`src/rtl/i2c_byte_transmitter_pkg.sv`:
```
// Shared TX definitions for the I2C peripheral: state encodings, ACK/NACK line levels
// and the open-drain drive helper used by the byte transmitter.
package i2c_byte_transmitter_pkg;

   localparam int I2C_TX_WIDTH = 8;

   typedef enum logic [1:0] {
      TX_IDLE     = 2'd0,
      TX_SEND     = 2'd1,
      TX_ACK_WAIT = 2'd2,
      TX_ACK_HOLD = 2'd3
   } tx_state_e;

   localparam logic I2C_ACK  = 1'b0;
   localparam logic I2C_NACK = 1'b1;

   // Open-drain: a 0 bit is sent by pulling SDA low, a 1 bit by releasing it.
   function automatic logic sda_drive(input logic bit_val);
      return ~bit_val;
   endfunction

endpackage

```
`src/rtl/i2c_byte_transmitter.sv`:
```
// Peripheral-side I2C byte transmitter: shifts a byte out MSB first on SCL falls, then samples ACK.
// Optional clock stretching after an ACKed byte is enabled with `define I2C_TX_CLK_STRETCH_EN.
module i2c_byte_transmitter
   import i2c_byte_transmitter_pkg::*;
#(
   parameter int WIDTH = I2C_TX_WIDTH
) (
   input  logic             clk,
   input  logic             rst_n,
   input  logic             start,
   input  logic [WIDTH-1:0] data_in,
   input  logic             scl_fall,
   input  logic             scl_rise,
   input  logic             sda_in,
   input  logic             abort,
   output logic             sda_oe,
   output logic             busy,
   output logic             done,
   output logic             ack
`ifdef I2C_TX_CLK_STRETCH_EN
   ,
   output logic             scl_oe
`endif
);

   localparam int CNT_W = (WIDTH > 1) ? $clog2(WIDTH) : 1;
   localparam logic [CNT_W-1:0] LAST_BIT = CNT_W'(WIDTH - 1);

   tx_state_e        state_q, state_d;
   logic [WIDTH-1:0] shift_q, shift_d;
   logic [CNT_W-1:0] bit_cnt_q, bit_cnt_d;
   logic             sda_oe_q, sda_oe_d;
   logic             busy_q, busy_d;
   logic             done_q, done_d;
   logic             ack_q, ack_d;
`ifdef I2C_TX_CLK_STRETCH_EN
   logic             scl_oe_q, scl_oe_d;
`endif

   // Next-state and registered-output decode; abort overrides every strobe.
   always_comb begin
      state_d   = state_q;
      shift_d   = shift_q;
      bit_cnt_d = bit_cnt_q;
      sda_oe_d  = sda_oe_q;
      ack_d     = ack_q;
      done_d    = 1'b0;
`ifdef I2C_TX_CLK_STRETCH_EN
      scl_oe_d  = scl_oe_q;
`endif
      if (abort) begin
         state_d  = TX_IDLE;
         sda_oe_d = 1'b0;
`ifdef I2C_TX_CLK_STRETCH_EN
         scl_oe_d = 1'b0;
`endif
      end else begin
         case (state_q)
            TX_IDLE: begin
               if (start) begin
                  shift_d   = data_in;
                  bit_cnt_d = {CNT_W{1'b0}};
                  ack_d     = 1'b0;
                  sda_oe_d  = sda_drive(data_in[WIDTH-1]);
                  state_d   = TX_SEND;
`ifdef I2C_TX_CLK_STRETCH_EN
                  scl_oe_d  = 1'b0;
`endif
               end else begin
`ifdef I2C_TX_CLK_STRETCH_EN
                  // Hold SCL low once an ACKed byte completes, until the next byte is loaded.
                  if (done_q && ack_q) begin
                     scl_oe_d = 1'b1;
                  end else begin
                     scl_oe_d = scl_oe_q;
                  end
`else
                  state_d = TX_IDLE;
`endif
               end
            end
            TX_SEND: begin
               if (scl_fall) begin
                  if (bit_cnt_q == LAST_BIT) begin
                     sda_oe_d = 1'b0;
                     state_d  = TX_ACK_WAIT;
                  end else begin
                     // Rotate rather than shift so every stored bit stays live; only the MSB is sent.
                     shift_d   = {shift_q[WIDTH-2:0], shift_q[WIDTH-1]};
                     bit_cnt_d = bit_cnt_q + {{(CNT_W-1){1'b0}}, 1'b1};
                     sda_oe_d  = sda_drive(shift_q[WIDTH-2]);
                  end
               end else begin
                  state_d = TX_SEND;
               end
            end
            TX_ACK_WAIT: begin
               if (!scl_fall && scl_rise) begin
                  ack_d   = (sda_in == I2C_ACK);
                  state_d = TX_ACK_HOLD;
               end else begin
                  state_d = TX_ACK_WAIT;
               end
            end
            TX_ACK_HOLD: begin
               if (scl_fall) begin
                  done_d  = 1'b1;
                  state_d = TX_IDLE;
               end else begin
                  state_d = TX_ACK_HOLD;
               end
            end
            default: begin
               sda_oe_d = 1'b0;
               state_d  = TX_IDLE;
            end
         endcase
      end
      busy_d = (state_d != TX_IDLE);
   end

   // State and output registers; reset releases SDA without waiting for a clock.
   always_ff @(posedge clk or negedge rst_n) begin
      if (!rst_n) begin
         state_q   <= TX_IDLE;
         shift_q   <= {WIDTH{1'b0}};
         bit_cnt_q <= {CNT_W{1'b0}};
         sda_oe_q  <= 1'b0;
         busy_q    <= 1'b0;
         done_q    <= 1'b0;
         ack_q     <= 1'b0;
`ifdef I2C_TX_CLK_STRETCH_EN
         scl_oe_q  <= 1'b0;
`endif
      end else begin
         state_q   <= state_d;
         shift_q   <= shift_d;
         bit_cnt_q <= bit_cnt_d;
         sda_oe_q  <= sda_oe_d;
         busy_q    <= busy_d;
         done_q    <= done_d;
         ack_q     <= ack_d;
`ifdef I2C_TX_CLK_STRETCH_EN
         scl_oe_q  <= scl_oe_d;
`endif
      end
   end

   assign sda_oe = sda_oe_q;
   assign busy   = busy_q;
   assign done   = done_q;
   assign ack    = ack_q;
`ifdef I2C_TX_CLK_STRETCH_EN
   assign scl_oe = scl_oe_q;
`endif

endmodule

```
`config.mk`:
```
export PLATFORM = sky130hd
export DESIGN_NAME = i2c_byte_transmitter
export DESIGN_NICKNAME = d
export VERILOG_FILES = /design/src/rtl/i2c_byte_transmitter_pkg.sv /design/src/rtl/i2c_byte_transmitter.sv
export SDC_FILE = /design/constraint.sdc
export NUM_CORES = 1
export LEC_CHECK = 0
export CAP_MARGIN = 10
export CORE_MARGIN = 2
export CORE_UTILIZATION = 30
export DETAILED_ROUTE_END_ITERATION = 10
export SYNTH_ARGS = -nofsm -noshare
export SYNTH_HDL_FRONTEND = slang
export SYNTH_SLANG_ARGS = --single-unit
```
`constraint.sdc`:
```
create_clock -name clk -period 2.25 [get_ports clk]
set_input_delay 0.45 -clock clk [delete_from_list [all_inputs] [get_ports clk]]
set_output_delay 0.45 -clock clk [all_outputs]
set_load 0.01 [all_outputs]
```
==> impl_metrics.yaml, run 1 <==
final_layout:
  final_nets: 110
  fillerInstances: 314
  diodes: 0
  finalInstanceArea_sq_um: 1200
  syn2layout_area_growth_pct: 25.8
  final-instance-count-excl-fill: 136
  drive_gt1_frac: 0.283
sta:
  finalHoldWorstSlack_ps: 488
  max_freq_mhz: 500
  maxSlewHeadroom: 0.715
  maxSlewViolCount: 0
  rsz0062_at_grt: "false"
  number_of_hold_violations_in_the_final_report: 0
  pin_slew_with_the_least_headroom_to_its_limit_ps: 428
  post_route_clock_skew_ps: 3.31
  timing.final.setup_violations: 0
  setup_tns_ps: 0
  final.min_clock_period_ps: 2000
  layout_worst_path_cycle_share: 0.888
run_status:
  run_status: "completed"
setup_path:
  critical_path.slowest_cell: "sky130_fd_sc_hd__dfrtp_1"
  cp.required_ps: 2430
  critPathCaptureType: "register"
  critical_path.max_stage_delay_ps: 410
  ff2ff_path_depth: 6
  crit_fanout: 10
  crit_type: "reg2reg"
  path_depth: 6
  worst_setup_path_start_kind: "register"
  cp.buffers_inverters: 1
  arrival_time_of_data_at_the_critical_path_endpoint_ps: 2180
  timing.critical_path.mode_cell: "sky130_fd_sc_hd__ha_1"
  path_delay_family: "adder cells"
  crit_chain: "ha_1 > ha_1 > nand3b_2 > a211oi_4 > buf_4 > mux2_2"
synthesis:
  netlist_top_cells_area: "sky130_fd_sc_hd__dfrtp_1, sky130_fd_sc_hd__mux2_4, sky130_fd_sc_hd__buf_6"
  post_synth_inst_count: 70
  synthesis.nets: 87
  synthesis.area_sq_um: 956
  synth.avg_cell_area_sq_um: 13.7
  portion_of_the_post_synthesis_area_used_by_sequential_elements: 0.445
  yosysTopAreaCell: "sky130_fd_sc_hd__dfrtp_1"
  post_synth_num_cell_types: 24
  synth-async-reset-ratio: 1.00
  synth.ff_latch_count: 17
  synth_edf_count: 0
  synth-warning-count: 0
  yosysTopAreaCellShare: 0.445
  yosys_most_used_dff: "sky130_fd_sc_hd__dfrtp_1"
floorplanning:
  die_width_microns: 60.5
  pin_count: 19
  core_area_sq_um: 3050
  initial_core_util: 0.313
  die-height_microns: 60.5
  floorplan.die_area_sq_um: 3650
  core.rowCount: 20
global_route:
  grt_first_pass_wirelength_microns: 2610
  pin_count_of_the_biggest_net_entering_global_routing: 18
  first_global_vias: 574
  grt_remaining_overflow: 0
  track_usage: 0.0966
  initial_antenna_violation_count: 0
cts:
  postCtsSetupRepairBufs: 0
  numCtsBuffers: 3
  clock_tree.buffer_depth: 2
  cts.reportedPaths.clkPinSlew_ps: 100
  cts-root-buf: "sky130_fd_sc_hd__clkbuf_4"
  cts_hold_repair.buffers: 0
  cts.repair.resized: 0
  tritoncts_num_sinks: 17
  clk_latency_ps: 290
  cts_htree_levels: 1
  cts_tree: "yes"
flow_run:
  cap_violations: 0
placed_design:
  dpl-instance-area_sq_um: 1180
  placed_cells_incl_taps: 132
  numPortBuffers: 18
  post-dp-hpwl_microns: 1120
  gpl.final_weighted_congestion: 0.774
detailed_routing:
  drtIter0Drc: 21
  routedWlPerCell_microns: 11.5
  drt_pre_antenna_iters: 4
  drcViolationCount: 0
  drt-total-wl_microns: 1560
  postRouteAntennaNets: 0
  avgViaCountPerCell: 4.34
  route.vias.total: 590
power:
  report.power.total_mw: 0.850
  power_density_nw_per_um2: 707
  leakage_nw: 0.525
  worst_ir_drop_vdd_v: 0.000401
hold_path:
  worst_hold_path_type: "in2async"
## layout by cell type (no fill, tap or decap), types with 2 or more instances in the layout
master                            Yosys  routed
sky130_fd_sc_hd__clkdlybuf4s50_1      0      18
sky130_fd_sc_hd__dfrtp_1             17      17
sky130_fd_sc_hd__mux2_4              13      13
sky130_fd_sc_hd__nand2_1              5       5
sky130_fd_sc_hd__mux2i_1              4       4
sky130_fd_sc_hd__buf_4                0       4
sky130_fd_sc_hd__inv_1                3       3
sky130_fd_sc_hd__clkbuf_4             0       3
sky130_fd_sc_hd__nand2b_1             2       2
sky130_fd_sc_hd__nand3b_1             2       2
sky130_fd_sc_hd__a21oi_1              2       2
sky130_fd_sc_hd__nor2b_1              2       2
sky130_fd_sc_hd__mux2_2               2       2
sky130_fd_sc_hd__ha_1                 2       2
## Yosys cell counts, types with 2 or more instances
cell type,n
sky130_fd_sc_hd__mux2_4,13
sky130_fd_sc_hd__mux2_2,2
sky130_fd_sc_hd__mux2i_1,4
sky130_fd_sc_hd__nor2b_1,2
sky130_fd_sc_hd__nand2_1,5
sky130_fd_sc_hd__inv_1,3
sky130_fd_sc_hd__a21oi_1,2
sky130_fd_sc_hd__dfrtp_1,17
sky130_fd_sc_hd__buf_6,4
sky130_fd_sc_hd__ha_1,2
sky130_fd_sc_hd__nand3b_1,2
sky130_fd_sc_hd__nand2b_1,2
## state kept, by name (all words and copies together) (netlist names)
name,count
busy,1
done,1
shift_q,8
sda_oe,1
ack,1
bit_cnt_q,3
state_q,2
## final cells by class
cell class                      instances  area [sq um]  area share
Tap cell                               44          55.1      0.0458
Multi-Input combinational cell         46           474       0.394
Timing Repair Buffer                   22           210       0.175
Inverter                                3          11.3     0.00937
Sequential cell                        17           425       0.354
Clock buffer                            4          26.3      0.0219
## routing by layer
layer,GRT usage,part of all wire,up-vias
met4,0.0186,0,0
met3,0.0384,0.070,0
met2,0.140,0.43,23
li1,-,-,290
met1,0.138,0.50,277
met5,0,0,-
## report_power, final
part | total [mW] | switching [mW] | internal, mW
Clock | 0.164 | 0.0951 | 0.0689
Combinational | 0.256 | 0.0806 | 0.176
Sequential | 0.430 | 0.0473 | 0.382
## worst reg2reg max path: cells and delay by family (launching register included)
kind            cells  cell delay [ps]
compound gates      1              240
flops               1              410
simple gates        1              230
buf+inv             1              240
mux                 1              350
fa+ha+maj           2              420
## metrics by stage
stage	util	setup slack [ps]
CTS	0.394	229
global placement	0.385	246
detailed placement	0.385	234
global route	0.394	145
finish	0.394	252
floorplan	-	373
## final timing paths
path | from | to | slack, ps
worst max-delay path | bit_cnt_q[0]$_DFFE_PN0P_ | shift_q[5]$_DFFE_PN0P_ | 250
worst min-delay path | rst_n | shift_q[3]$_DFFE_PN0P_ | 490
worst max register to register | bit_cnt_q[0]$_DFFE_PN0P_ | shift_q[5]$_DFFE_PN0P_ | 250
worst min register to register | shift_q[2]$_DFFE_PN0P_ | shift_q[2]$_DFFE_PN0P_ | 520
max in group asynchronous | rst_n | shift_q[5]$_DFFE_PN0P_ | 1580
min in group clk | shift_q[2]$_DFFE_PN0P_ | shift_q[2]$_DFFE_PN0P_ | 520
## cells by family (layout without fill, tap and decap cells)
kind of cell	Yosys count	after routing	share of synthesized area
mux	20	20	0.281
compound gates	7	7	0.0641
flops	17	17	0.445
buf+inv	7	29	0.0589
simple gates	17	17	0.124
fa+ha+maj	2	2	0.0262
No activity file was read; power rests on OpenSTA's default activity.
==> run 2, diff against run 1 <==
CORE_UTILIZATION = 40   (was 30)
==> run 2 against run 1 <==
Net effect:
- wire length is 0.51% lower
- clock power is essentially flat
- global-route usage grew 4.0 points
- combinational power about the same
- cell count shrank 13%
- largest cell class unchanged
- hold slack got worse by 10 ps
- critical path depth unchanged
- maximum frequency increased by 1.1%
- sequential share of layout area rose by 0.41 points
- highest routed layer is now met4
- sequential cell count is the same
==> impl_metrics.yaml, run 2 (same netlist as run 1, synthesis figures left out) <==
cts:
  cts.reportedPaths.clkPinSlew_ps: 110
  tritoncts_num_sinks: 17
  postCtsSetupRepairBufs: 0
  cts_hold_repair.buffers: 0
  cts_htree_levels: 1
  numCtsBuffers: 3
  cts_tree: "yes"
  clk_latency_ps: 290
  cts-root-buf: "sky130_fd_sc_hd__clkbuf_4"
  cts.repair.resized: 0
  clock_tree.buffer_depth: 2
setup_path:
  crit_type: "reg2reg"
  rrSetupSlack_ps: 270
  crit_fanout: 12
  cp.required_ps: 2430
  critPathCaptureType: "register"
  arrival_time_of_data_at_the_critical_path_endpoint_ps: 2160
  worst_setup_path_start_kind: "register"
final_layout:
  most-common-layout-cells: "sky130_fd_sc_hd__clkdlybuf4s50_1, sky130_fd_sc_hd__dfrtp_1, sky130_fd_sc_hd__mux2_4"
  drive_gt1_frac: 0.286
  finalInstanceArea_sq_um: 1190
  final-instance-count-excl-fill: 119
  most_frequent_standard_cell_in_the_layout_excluding_fill_and_tap_cells: "sky130_fd_sc_hd__clkdlybuf4s50_1"
  postLayoutCoreUtil: 0.532
  final_nets: 109
  syn2layout_area_growth_pct: 24.3
  largest_registers: "shift_q: 8 flops, bit_cnt_q: 3 flops, state_q: 2 flops"
  register_bank_with_the_most_flops: "shift_q"
  diodes: 0
  max_reg_flops: 8
detailed_routing:
  avgViaCountPerCell: 4.83
  drt_pre_antenna_iters: 3
  drtIter0Drc: 5
  postRouteAntennaNets: 0
  route.vias.total: 575
  routedWlPerCell_microns: 13.0
  drcViolationCount: 0
  drt-total-wl_microns: 1550
sta:
  post_route_clock_skew_ps: 7.67
  setup_tns_ps: 0
  maxSlewViolCount: 0
  maxSlewHeadroom: 0.712
  number_of_hold_violations_in_the_final_report: 0
  finalHoldWorstSlack_ps: 478
  pin_slew_with_the_least_headroom_to_its_limit_ps: 432
  rsz0062_at_grt: "false"
  final.min_clock_period_ps: 1980
  layout_worst_path_cycle_share: 0.879
  timing.final.setup_violations: 0
  max_freq_mhz: 506
  layout_setup_ws_ps: 273
floorplanning:
  core_area_sq_um: 2230
  die-height_microns: 52.9
  initial_core_util: 0.428
  floorplan.die_area_sq_um: 2800
  die_width_microns: 52.9
  core.rowCount: 17
  pin_count: 19
hold_path:
  worst_hold_path_type: "in2async"
placed_design:
  dpl-instance-area_sq_um: 1160
  preCtsSetupSlack_ps: 272
  post-dp-hpwl_microns: 1110
  placed_cells_incl_taps: 115
  numPortBuffers: 18
  gpl.final_weighted_congestion: 0.740
power:
  power_density_nw_per_um2: 722
  report.power.total_mw: 0.858
  leakage_nw: 0.526
  worst_ir_drop_vdd_v: 0.000489
global_route:
  first_global_vias: 597
  grt_first_pass_wirelength_microns: 2660
  pin_count_of_the_biggest_net_entering_global_routing: 18
  grt_remaining_overflow: 0
  track_usage: 0.137
  initial_antenna_violation_count: 0
flow_run:
  cap_violations: 0
run_status:
  run_status: "completed"
-- run 2: cell count changes in the layout (fill, tap and decap cells not counted), sizes merged --
| cell | delta |
|---|---|
| buf | -1 |
| clkbuf | -1 |
| clkinv | +1 |
-- run 2: final timing paths --
path,from,to,depth (start not counted)
worst max-delay path,bit_cnt_q[0]$_DFFE_PN0P_,shift_q[6]$_DFFE_PN0P_,6
worst min-delay path,rst_n,shift_q[7]$_DFFE_PN0P_,2
worst max register to register,bit_cnt_q[0]$_DFFE_PN0P_,shift_q[6]$_DFFE_PN0P_,6
worst min register to register,ack$_DFFE_PN0P_,ack$_DFFE_PN0P_,1
max in group asynchronous,rst_n,shift_q[0]$_DFFE_PN0P_,2
min in group clk,ack$_DFFE_PN0P_,ack$_DFFE_PN0P_,1
-- run 2: area by class of cell --
type                    count  area, sq um
multi-input cells          46          474
inverters                   3         11.3
fillers                   207         1040
flip-flops and latches     17          425
well taps                  28         35.0
repair buffers             21          215
clock inverters             1         5.00
clock buffers               3         22.5
-- run 2: critical path: stages (launching register included) --
cell and delay [ps]:
sky130_fd_sc_hd__dfrtp_1 420, sky130_fd_sc_hd__ha_1 210, sky130_fd_sc_hd__ha_1 200, sky130_fd_sc_hd__nand3b_2 230, sky130_fd_sc_hd__a211oi_4 280, sky130_fd_sc_hd__buf_12 180, sky130_fd_sc_hd__mux2_2 330
-- run 2: per-layer routing --
layer,vias to the layer above,GRT usage,wire [microns]
li1,285,-,-
met1,274,0.175,726
met2,14,0.210,704
met3,2,0.0311,104
met4,0,0.0769,16
met5,-,0,0
-- run 2: where the power goes --
part	internal, mW	switching, mW
Sequential	0.383	0.0518
Clock	0.0660	0.0984
Combinational	0.178	0.0814
